### src/rtl/alu_input_conditioner.sv
// rtl/alu_input_conditioner.sv - synchronizes ALU switch inputs and captures them on a debounced button press
module alu_input_conditioner #(
    parameter int DEBOUNCE_CYCLES = 1000000
) (
    input  logic       clk,
    input  logic       rst,
    input  logic [7:0] sw,
    input  logic [4:0] sw2,
    input  logic [2:0] sel,
    input  logic       btnC,
    output logic [7:0] a_q,
    output logic [4:0] b_q,
    output logic [2:0] sel_q,
    output logic       btn_db,
    output logic       op_valid,
    output logic [7:0] cap_cnt
);

    localparam int CW = $clog2(DEBOUNCE_CYCLES);
    localparam logic [CW-1:0] CNT_MAX = CW'(DEBOUNCE_CYCLES - 1);

    typedef enum logic [1:0] {
        IDLE      = 2'd0,
        PRESS_CHK = 2'd1,
        HELD      = 2'd2,
        REL_CHK   = 2'd3
    } state_t;

    logic [7:0]    sw_meta_q, s_sw;
    logic [4:0]    sw2_meta_q, s_sw2;
    logic [2:0]    sel_meta_q, s_sel;
    logic          btn_meta_q, s_btn;

    state_t        state_q, state_d;
    logic [CW-1:0] cnt_q, cnt_d;
    logic          capture_d;
    logic          btn_db_d;

    always_ff @(posedge clk or posedge rst) begin
        if (rst) begin
            sw_meta_q  <= '0;
            s_sw       <= '0;
            sw2_meta_q <= '0;
            s_sw2      <= '0;
            sel_meta_q <= '0;
            s_sel      <= '0;
            btn_meta_q <= 1'b0;
            s_btn      <= 1'b0;
        end else begin
            sw_meta_q  <= sw;
            s_sw       <= sw_meta_q;
            sw2_meta_q <= sw2;
            s_sw2      <= sw2_meta_q;
            sel_meta_q <= sel;
            s_sel      <= sel_meta_q;
            btn_meta_q <= btnC;
            s_btn      <= btn_meta_q;
        end
    end

    // Any disagreement with the level being checked abandons the window, so glitches restart it.
    always_comb begin
        state_d   = state_q;
        cnt_d     = cnt_q;
        capture_d = 1'b0;
        case (state_q)
            IDLE: begin
                if (s_btn) begin
                    state_d = PRESS_CHK;
                    cnt_d   = '0;
                end
            end
            PRESS_CHK: begin
                if (!s_btn) begin
                    state_d = IDLE;
                    cnt_d   = '0;
                end else if (cnt_q == CNT_MAX) begin
                    state_d   = HELD;
                    capture_d = 1'b1;
                end else begin
                    cnt_d = cnt_q + CW'(1);
                end
            end
            HELD: begin
                if (!s_btn) begin
                    state_d = REL_CHK;
                    cnt_d   = '0;
                end
            end
            REL_CHK: begin
                if (s_btn) begin
                    state_d = HELD;
                end else if (cnt_q == CNT_MAX) begin
                    state_d = IDLE;
                end else begin
                    cnt_d = cnt_q + CW'(1);
                end
            end
            default: begin
                state_d = IDLE;
                cnt_d   = '0;
            end
        endcase
        btn_db_d = (state_d == HELD) || (state_d == REL_CHK);
    end

    always_ff @(posedge clk or posedge rst) begin
        if (rst) begin
            state_q  <= IDLE;
            cnt_q    <= '0;
            btn_db   <= 1'b0;
            op_valid <= 1'b0;
            a_q      <= '0;
            b_q      <= '0;
            sel_q    <= '0;
            cap_cnt  <= '0;
        end else begin
            state_q  <= state_d;
            cnt_q    <= cnt_d;
            btn_db   <= btn_db_d;
            op_valid <= capture_d;
            if (capture_d) begin
                a_q     <= s_sw;
                b_q     <= s_sw2;
                sel_q   <= s_sel;
                cap_cnt <= cap_cnt + 8'd1;
            end
        end
    end

endmodule

### config.mk
export PLATFORM = sky130hd
export DESIGN_NAME = alu_input_conditioner
export DESIGN_NICKNAME = d
export VERILOG_FILES = /design/src/rtl/alu_input_conditioner.sv
export SDC_FILE = /design/constraint.sdc
export NUM_CORES = 1
export LEC_CHECK = 0
export ABC_AREA = 1
export BUFFER_PORTS_ARGS = -buffer_cell sky130_fd_sc_hd__buf_2
export CAP_MARGIN = 5
export CORE_UTILIZATION = 45
export CTS_BUF_LIST = sky130_fd_sc_hd__clkbuf_8 sky130_fd_sc_hd__clkbuf_16
export DETAILED_ROUTE_END_ITERATION = 10
export GPL_ROUTABILITY_DRIVEN = 0
export SETUP_SLACK_MARGIN = 0.1
export SLEW_MARGIN = 30
export SYNTH_ARGS = -nofsm -noshare
export SYNTH_HDL_FRONTEND = slang
export SYNTH_SLANG_ARGS = --single-unit
### constraint.sdc
create_clock -name clk -period 3.6 [get_ports clk]
set_input_delay 0.54 -clock clk [delete_from_list [all_inputs] [get_ports clk]]
set_output_delay 0.54 -clock clk [all_outputs]
set_load 0.03 [all_outputs]
==> results.sh, run 1 <==
export IMPL_final_cell_mix="120 x nand2_1, 82 x dfrtp_1, 44 x buf_2"
export IMPL_power_leakage_nw=2.04
export IMPL_layout_commonest_cell="nand2_1"
export IMPL_io_buffers=44
export IMPL_finalPower_mw=1.68
export IMPL_avgSynthCellArea_sq_um=9.05
export IMPL_synth_edf_count=0
export IMPL_hp_class="input port to async pin"
export IMPL_root_buffer="clkbuf_8"
export IMPL_cts_buffers=9
export IMPL_power_density_nw_per_um2=423
export IMPL_grt_max_degree=40
export IMPL_yosys_register_bits=82
export IMPL_yosysTopAreaCellShare=0.591
export IMPL_crit_fanout=21
export IMPL_diodes=0
export IMPL_rsz0062_at_grt="no"
export IMPL_worstPathArrival_ns=2.22
export IMPL_p_switching_mw=0.395
export IMPL_path_cells="ha_1 -> nand3_1 -> inv_2 -> nand2_1 -> nor2_2 -> nand2_2 -> nor2_4 -> nand3_1 -> nand2_1"
export IMPL_antenna_found_initial=0
export IMPL_start_kind="flip-flop"
export IMPL_p_sw_frac=0.235
export IMPL_fin_crit_ns=1.94
export IMPL_fp_dieH_um=89.9
export IMPL_ys_flop_type="dfrtp_1"
export IMPL_synth_top_cell_by_area="dfrtp_1"
export IMPL_yosysWarnings=0
export IMPL_finalSetupViolCount=0
export IMPL_pwr_share_clk=0.398
export IMPL_vdd_ir_drop_max_uv=241
export IMPL_ios=45
export IMPL_grt_pass1_vias=2545
export IMPL_syn2layout_area_growth_pct=14.4
export IMPL_syn_nets=405
export IMPL_comb_power_share=0.035
export IMPL_nets=454
export IMPL_viasPerCell=4.91
export IMPL_postSynthCellCount=384
export IMPL_dr_pass1_iters=4
export IMPL_multi_input_area_sq_um=1220
export IMPL_cts_resized=0
export IMPL_crit_path_end_kind="flip-flop"
export IMPL_worstMarginPinSlew_ns=0.663
export IMPL_ant_nets=0
export IMPL_fin_worst_skew_ns=0.00756
export IMPL_grtUsageTotal=0.186
export IMPL_fin_util=0.539
export IMPL_seqCellArea_sq_um=2050
export IMPL_routedWlPerCell_um=12.6
export IMPL_drc=0
export IMPL_clk_latency_ns=0.35
export IMPL_path_clk_slew_ns=0.09
export IMPL_grt_pass1_wl_um=12100
export IMPL_ys_top_cells_by_area="dfrtp_1 59%, nand2_1 13%, nand3_1 6.2%"
export IMPL_cap_violations=0
export IMPL_yosysUniqueCellTypes=29
export IMPL_drive_gt1_frac=0.185
export IMPL_async_flop_share=1.00
export IMPL_initialDrtViolationCount=119
export IMPL_p_seq_frac=0.567
export IMPL_internal_power_mw=1.29
export IMPL_drt_wl_total_um=6740
export IMPL_clockBufferDepth=2
export IMPL_critPathMaxStageDelay_ns=0.42
export IMPL_fillers=676
export IMPL_cts_tree="done"
export IMPL_timing_setup_tns_ns=0
export IMPL_dieArea_sq_um=8070
export IMPL_critPathRequiredTime_ns=3.89
export IMPL_holdBufCountCts=0
export IMPL_hold_violations=0
export IMPL_grt_ovfl_total=0
export IMPL_num_rows=31
export IMPL_worstRegToRegCells=9
export IMPL_cts_setup_buffers=0
export IMPL_post_dp_hpwl_um=4630
export IMPL_yosysSeqAreaShare=0.591
export IMPL_cts_sinks=82
export IMPL_finalCritPeriodShare=0.538
export IMPL_crit_type="flip-flop to flip-flop"
export IMPL_drv_slew=0
export IMPL_fmax_ghz=0.516
export IMPL_htree_levels=3
export IMPL_outcome="finished, final reports clean"
export IMPL_die_w_um=89.9
export IMPL_dr_total_vias=2638
export IMPL_cp_slowest_cell="nor2_4"
export IMPL_core_area_sq_um=7370
export IMPL_initial_core_util=0.471
export IMPL_fin_hold_ws_ns=0.256
export IMPL_synth_area_sq_um=3470
export IMPL_slew_headroom=0.557
-- metal layers --
layer / vias to the layer above / track usage / share of wire
li1: 1329 / - / -
met1: 1248 / 0.248 / 0.48
met2: 51 / 0.301 / 0.47
met3: 10 / 0.0482 / 0.035
met4: 0 / 0.0578 / 0.015
met5: - / 0 / 0
-- cells by family (layout without fill, tap and decap cells) --
family          count (synthesis)  in the layout  synth area share
flops                          82             82             0.591
buf+inv                        45             99            0.0598
xor+xnor                        9              9            0.0227
fa+ha+maj                       2              2           0.00720
compound gates                 15             15            0.0234
simple gates                  231            231             0.296
-- stage by stage --
stage | area, sq um | setup slack, ns | instances
2_1_floorplan | 3470 | 0.952 | 384
3_3_place_gp | 3770 | 1.71 | 521
3_5_place_dp | 3770 | 1.70 | 521
4_1_cts | 3970 | 1.64 | 537
5_1_grt | 3970 | 1.43 | 537
6_report | 3970 | 1.66 | 537
-- power groups by stage --
stage | combinational (mW) | clock, mW | sequential, mW
2_1_floorplan | 0.0394 | 0 | 0.969
3_3_place_gp | 0.0609 | 0 | 0.970
3_5_place_dp | 0.0613 | 0 | 0.971
4_1_cts | 0.0616 | 0.698 | 0.953
5_1_grt | 0.0699 | 0.735 | 0.955
6_report | 0.0587 | 0.669 | 0.953
-- flip-flops by register name, indices dropped and copies added (netlist names) --
| register | cells |
|---|---|
| btn_db | 1 |
| state_q | 2 |
| s_sw | 8 |
| sel_q | 3 |
| sw2_meta_q | 5 |
| b_q | 5 |
| cap_cnt | 8 |
| sw_meta_q | 8 |
| a_q | 8 |
| sel_meta_q | 3 |
| s_btn | 1 |
| btn_meta_q | 1 |
| s_sel | 3 |
| cnt_q | 20 |
| op_valid | 1 |
| s_sw2 | 5 |
-- final timing paths --
| path | start | slack (ns) | to |
|---|---|---|---|
| hold reg to reg | sw_meta_q[0] | 0.35 | s_sw[0] |
| setup / recovery | cnt_q[0] | 1.66 | b_q[0] |
| setup reg to reg | cnt_q[0] | 1.66 | b_q[0] |
| min in group clk | btnC | 0.29 | btn_meta_q |
| max in group asynchronous | rst | 2.61 | s_sw2[3] |
| hold / removal | rst | 0.26 | cap_cnt[5] |
-- layout make-up --
type / count / area share
Sequential cell: 82 / 0.517
Timing Repair Buffer: 47 / 0.0611
Clock buffer: 9 / 0.0312
Tap cell: 99 / 0.0312
Multi-Input combinational cell: 257 / 0.306
Clock inverter: 7 / 0.0195
Inverter: 36 / 0.0343
-- synth_stat cells (4+ instances only) --
cell type  count
dfrtp_1       82
o21ai_0        6
nand2_1      120
buf_6          4
buf_2          4
inv_1         31
inv_2          5
xor2_1         6
nor3_1         5
a21oi_1        5
nand4_1       11
nand3_1       43
nor2_1        36
-- worst max-delay path: cells and delay by family, from the launching register on --
family / cells / cell delay, ns
simple gates: 7 / 1.17
flops: 1 / 0.39
fa+ha+maj: 1 / 0.20
buf+inv: 1 / 0.12
No activity file was read; power rests on OpenSTA's default activity.
==> inputs of run 2 (changes only) <==
ABC_AREA = 0   (was 1)
PLACE_DENSITY = 0.68   (was default)
clock period = 1.7 ns   (was 3.6 ns; I/O delays follow)
==> run 2 against run 1 <==
Net effect:
- the run now ends with setup timing left
- via count fell by 20%
- final cell count fell by 20%
- wire length fell by 12%
- fmax rose by 12%
- critical endpoint is now a_q[2]
- non-clock buffer count rose by 51
- largest power group unchanged
- die area fell by 8.5%
==> results.sh, run 2 <==
export IMPL_outcome="complete, but fails checks"
export IMPL_failed_checks="setup timing"
export IMPL_critPathRequiredTime_ns=1.94
export IMPL_rsz0062_at_grt="yes"
export IMPL_hp_class="input port to async pin"
export IMPL_power_leakage_nw=2.11
export IMPL_grt_max_degree=83
export IMPL_drv_slew=0
export IMPL_r2r_end="a_q[2]"
export IMPL_die_w_um=85.9
export IMPL_grt_pass1_vias=2090
export IMPL_critPathMaxStageDelay_ns=0.41
export IMPL_grt_ovfl_total=0
export IMPL_largest_reg_flops=20
export IMPL_clockBufferDepth=2
export IMPL_fin_worst_skew_ns=0.0127
export IMPL_crit_type="flip-flop to flip-flop"
export IMPL_slew_headroom=0.718
export IMPL_io_buffers=44
export IMPL_synth_most_common_cell="dfrtp_1"
export IMPL_cts_sinks=82
export IMPL_dr_pass1_iters=4
export IMPL_start_kind="flip-flop"
export IMPL_grt_pass1_wl_um=9550
export IMPL_nets=352
export IMPL_synth_edf_count=0
export IMPL_viasPerCell=4.88
export IMPL_ys_flop_type="dfrtp_1"
export IMPL_syn2layout_area_growth_pct=34.9
export IMPL_finalCritPeriodShare=1.02
export IMPL_initialDrtViolationCount=83
export IMPL_num_rows=30
export IMPL_worstPathArrival_ns=1.97
export IMPL_ios=45
export IMPL_grtUsageTotal=0.171
export IMPL_dr_total_vias=2109
export IMPL_clk_latency_ns=0.35
export IMPL_critPathLaunch="cnt_q[13]"
export IMPL_post_dp_hpwl_um=3630
export IMPL_yosys_top_cells_count="82 x dfrtp_1, 13 x nor2_1, 12 x mux2_2"
export IMPL_yosysSeqAreaShare=0.647
export IMPL_cts_tree="done"
export IMPL_htree_levels=3
export IMPL_fin_ws_ns=-0.0301
export IMPL_finalSetupViolCount=16
export IMPL_hold_violations=0
export IMPL_async_flop_share=1.00
export IMPL_crit_fanout=22
export IMPL_root_buffer="clkbuf_8"
export IMPL_cap_violations=0
export IMPL_drive_gt1_frac=0.417
export IMPL_finalPower_mw=3.65
export IMPL_fin_cells=432
export IMPL_diodes=0
export IMPL_rr_startpoint="cnt_q[13]"
export IMPL_fillers=516
export IMPL_antenna_found_initial=0
export IMPL_yosys_register_bits=82
export IMPL_path_clk_slew_ns=0.09
export IMPL_critPathCapture="a_q[2]"
export IMPL_yosysUniqueCellTypes=44
export IMPL_syn_nets=249
export IMPL_multi_input_area_sq_um=1180
export IMPL_layout_commonest_cell="dfrtp_1"
export IMPL_fin_crit_ns=1.73
export IMPL_worstRegToRegCells=5
export IMPL_r2r_slack_ns=-0.03
export IMPL_final_cell_mix="81 x dfrtp_1, 44 x buf_2, 32 x buf_4"
export IMPL_yosysWarnings=0
export IMPL_synth_top_cell_by_area="dfrtp_1"
export IMPL_timing_setup_tns_ns=-0.286
export IMPL_power_density_nw_per_um2=853
export IMPL_fmax_ghz=0.578
export IMPL_routedWlPerCell_um=13.7
export IMPL_synth_area_sq_um=3170
export IMPL_ys_top_cells_by_area="dfrtp_1 65%, mux2_2 4.3%, xor2_1 2.8%"
export IMPL_crit_path_end_kind="flip-flop"
export IMPL_drt_wl_total_um=5930
export IMPL_seqCellArea_sq_um=2050
export IMPL_critPathTopFamily="simple AND/OR/NAND/NOR gates"
export IMPL_initial_core_util=0.467
export IMPL_drc=0
export IMPL_dp_cells=389
export IMPL_dieArea_sq_um=7390
export IMPL_worstMarginPinSlew_ns=0.423
export IMPL_postSynthCellCount=228
export IMPL_core_area_sq_um=6790
export IMPL_yosysTopAreaCellShare=0.647
export IMPL_cts_buffers=9
export IMPL_path_buf_inv=1
export IMPL_path_cells="nor4_4 -> nand4_4 -> nor3_4 -> buf_12 -> mux2_2"
export IMPL_critical_path_depth=5
export IMPL_avgSynthCellArea_sq_um=13.9
export IMPL_fin_hold_ws_ns=0.0140
export IMPL_vdd_ir_drop_max_uv=716
export IMPL_ant_nets=0
export IMPL_fp_dieH_um=85.9
export IMPL_cp_slowest_cell="dfrtp_1"
export IMPL_largest_register="cnt_q"
## run 2: power by group
part	switching, mW	total [mW]	internal, mW
registers	0.0191	2.02	2.00
clock network	0.742	1.45	0.706
logic	0.0997	0.184	0.0840
## run 2: routing by layer
metal	routed length [um]	share of wire	global-route usage	vias to the layer above
li1	-	-	-	1022
met1	2770	0.47	0.217	1024
met2	2830	0.48	0.266	55
met3	263	0.044	0.0626	8
met4	68	0.011	0.0697	0
met5	0	0	0	-
## run 2: timing repair
item / in CTS / in global routing
gates cloned: 0 / 0
setup endpoints to repair: 36 / 46
pin swaps: 6 / 4
setup buffers: 6 / 4
gates resized for setup: 8 / 12
hold endpoints to repair: 17 / 0
hold buffers: 17 / 0
## run 2: final cells by class
class,count,share of cell area
repair buffers,98,0.165
clock inverters,7,0.0193
multi-input cells,138,0.276
inverters,2,0.00263
well taps,96,0.0281
flip-flops and latches,82,0.480
clock buffers,9,0.0290
## run 2: worst reg2reg max path, delay by kind of cell (launching register included)
| kind | cells | cell delay [ns] |
|---|---|---|
| buffers and inverters | 1 | 0.21 |
| AND/OR/NAND/NOR | 3 | 0.64 |
| flip-flops | 1 | 0.41 |
| multiplexers | 1 | 0.36 |
## run 2: how the worst min path moves through the flow
| stage | from | to | slack (ns) | depth (start not counted) |
|---|---|---|---|---|
| after global placement | sw_meta_q[7] | s_sw[7] | 0.33 | 0 |
| after floorplan | btnC | btn_meta_q | 0.29 | 0 |
| final | rst | cap_cnt[7] | 0.01 | 3 |
| after global routing | rst | a_q[1] | 0.02 | 3 |
| after detailed placement | sel_meta_q[1] | s_sel[1] | 0.33 | 0 |
| after CTS | rst | a_q[1] | 0.01 | 3 |
## run 2: cell families after synthesis
| logic type | Yosys count | share of synthesized area |
|---|---|---|
| flops | 82 | 0.647 |
| fa+ha+maj | 2 | 0.00789 |
| mux | 20 | 0.0706 |
| xor+xnor | 18 | 0.0497 |
| simple gates | 67 | 0.144 |
| compound gates | 31 | 0.0651 |
| buf+inv | 8 | 0.0150 |
## run 2: stage by stage
stage / setup slack, ns / utilization / area, sq um
3_3_place_gp: -0.0227 / 0.550 / 3730
4_1_cts: -0.0348 / 0.618 / 4200
3_5_place_dp: -0.0775 / 0.550 / 3730
6_report: -0.0301 / 0.630 / 4280
5_1_grt: -0.117 / 0.630 / 4280
2_1_floorplan: 0.000955 / - / 3210
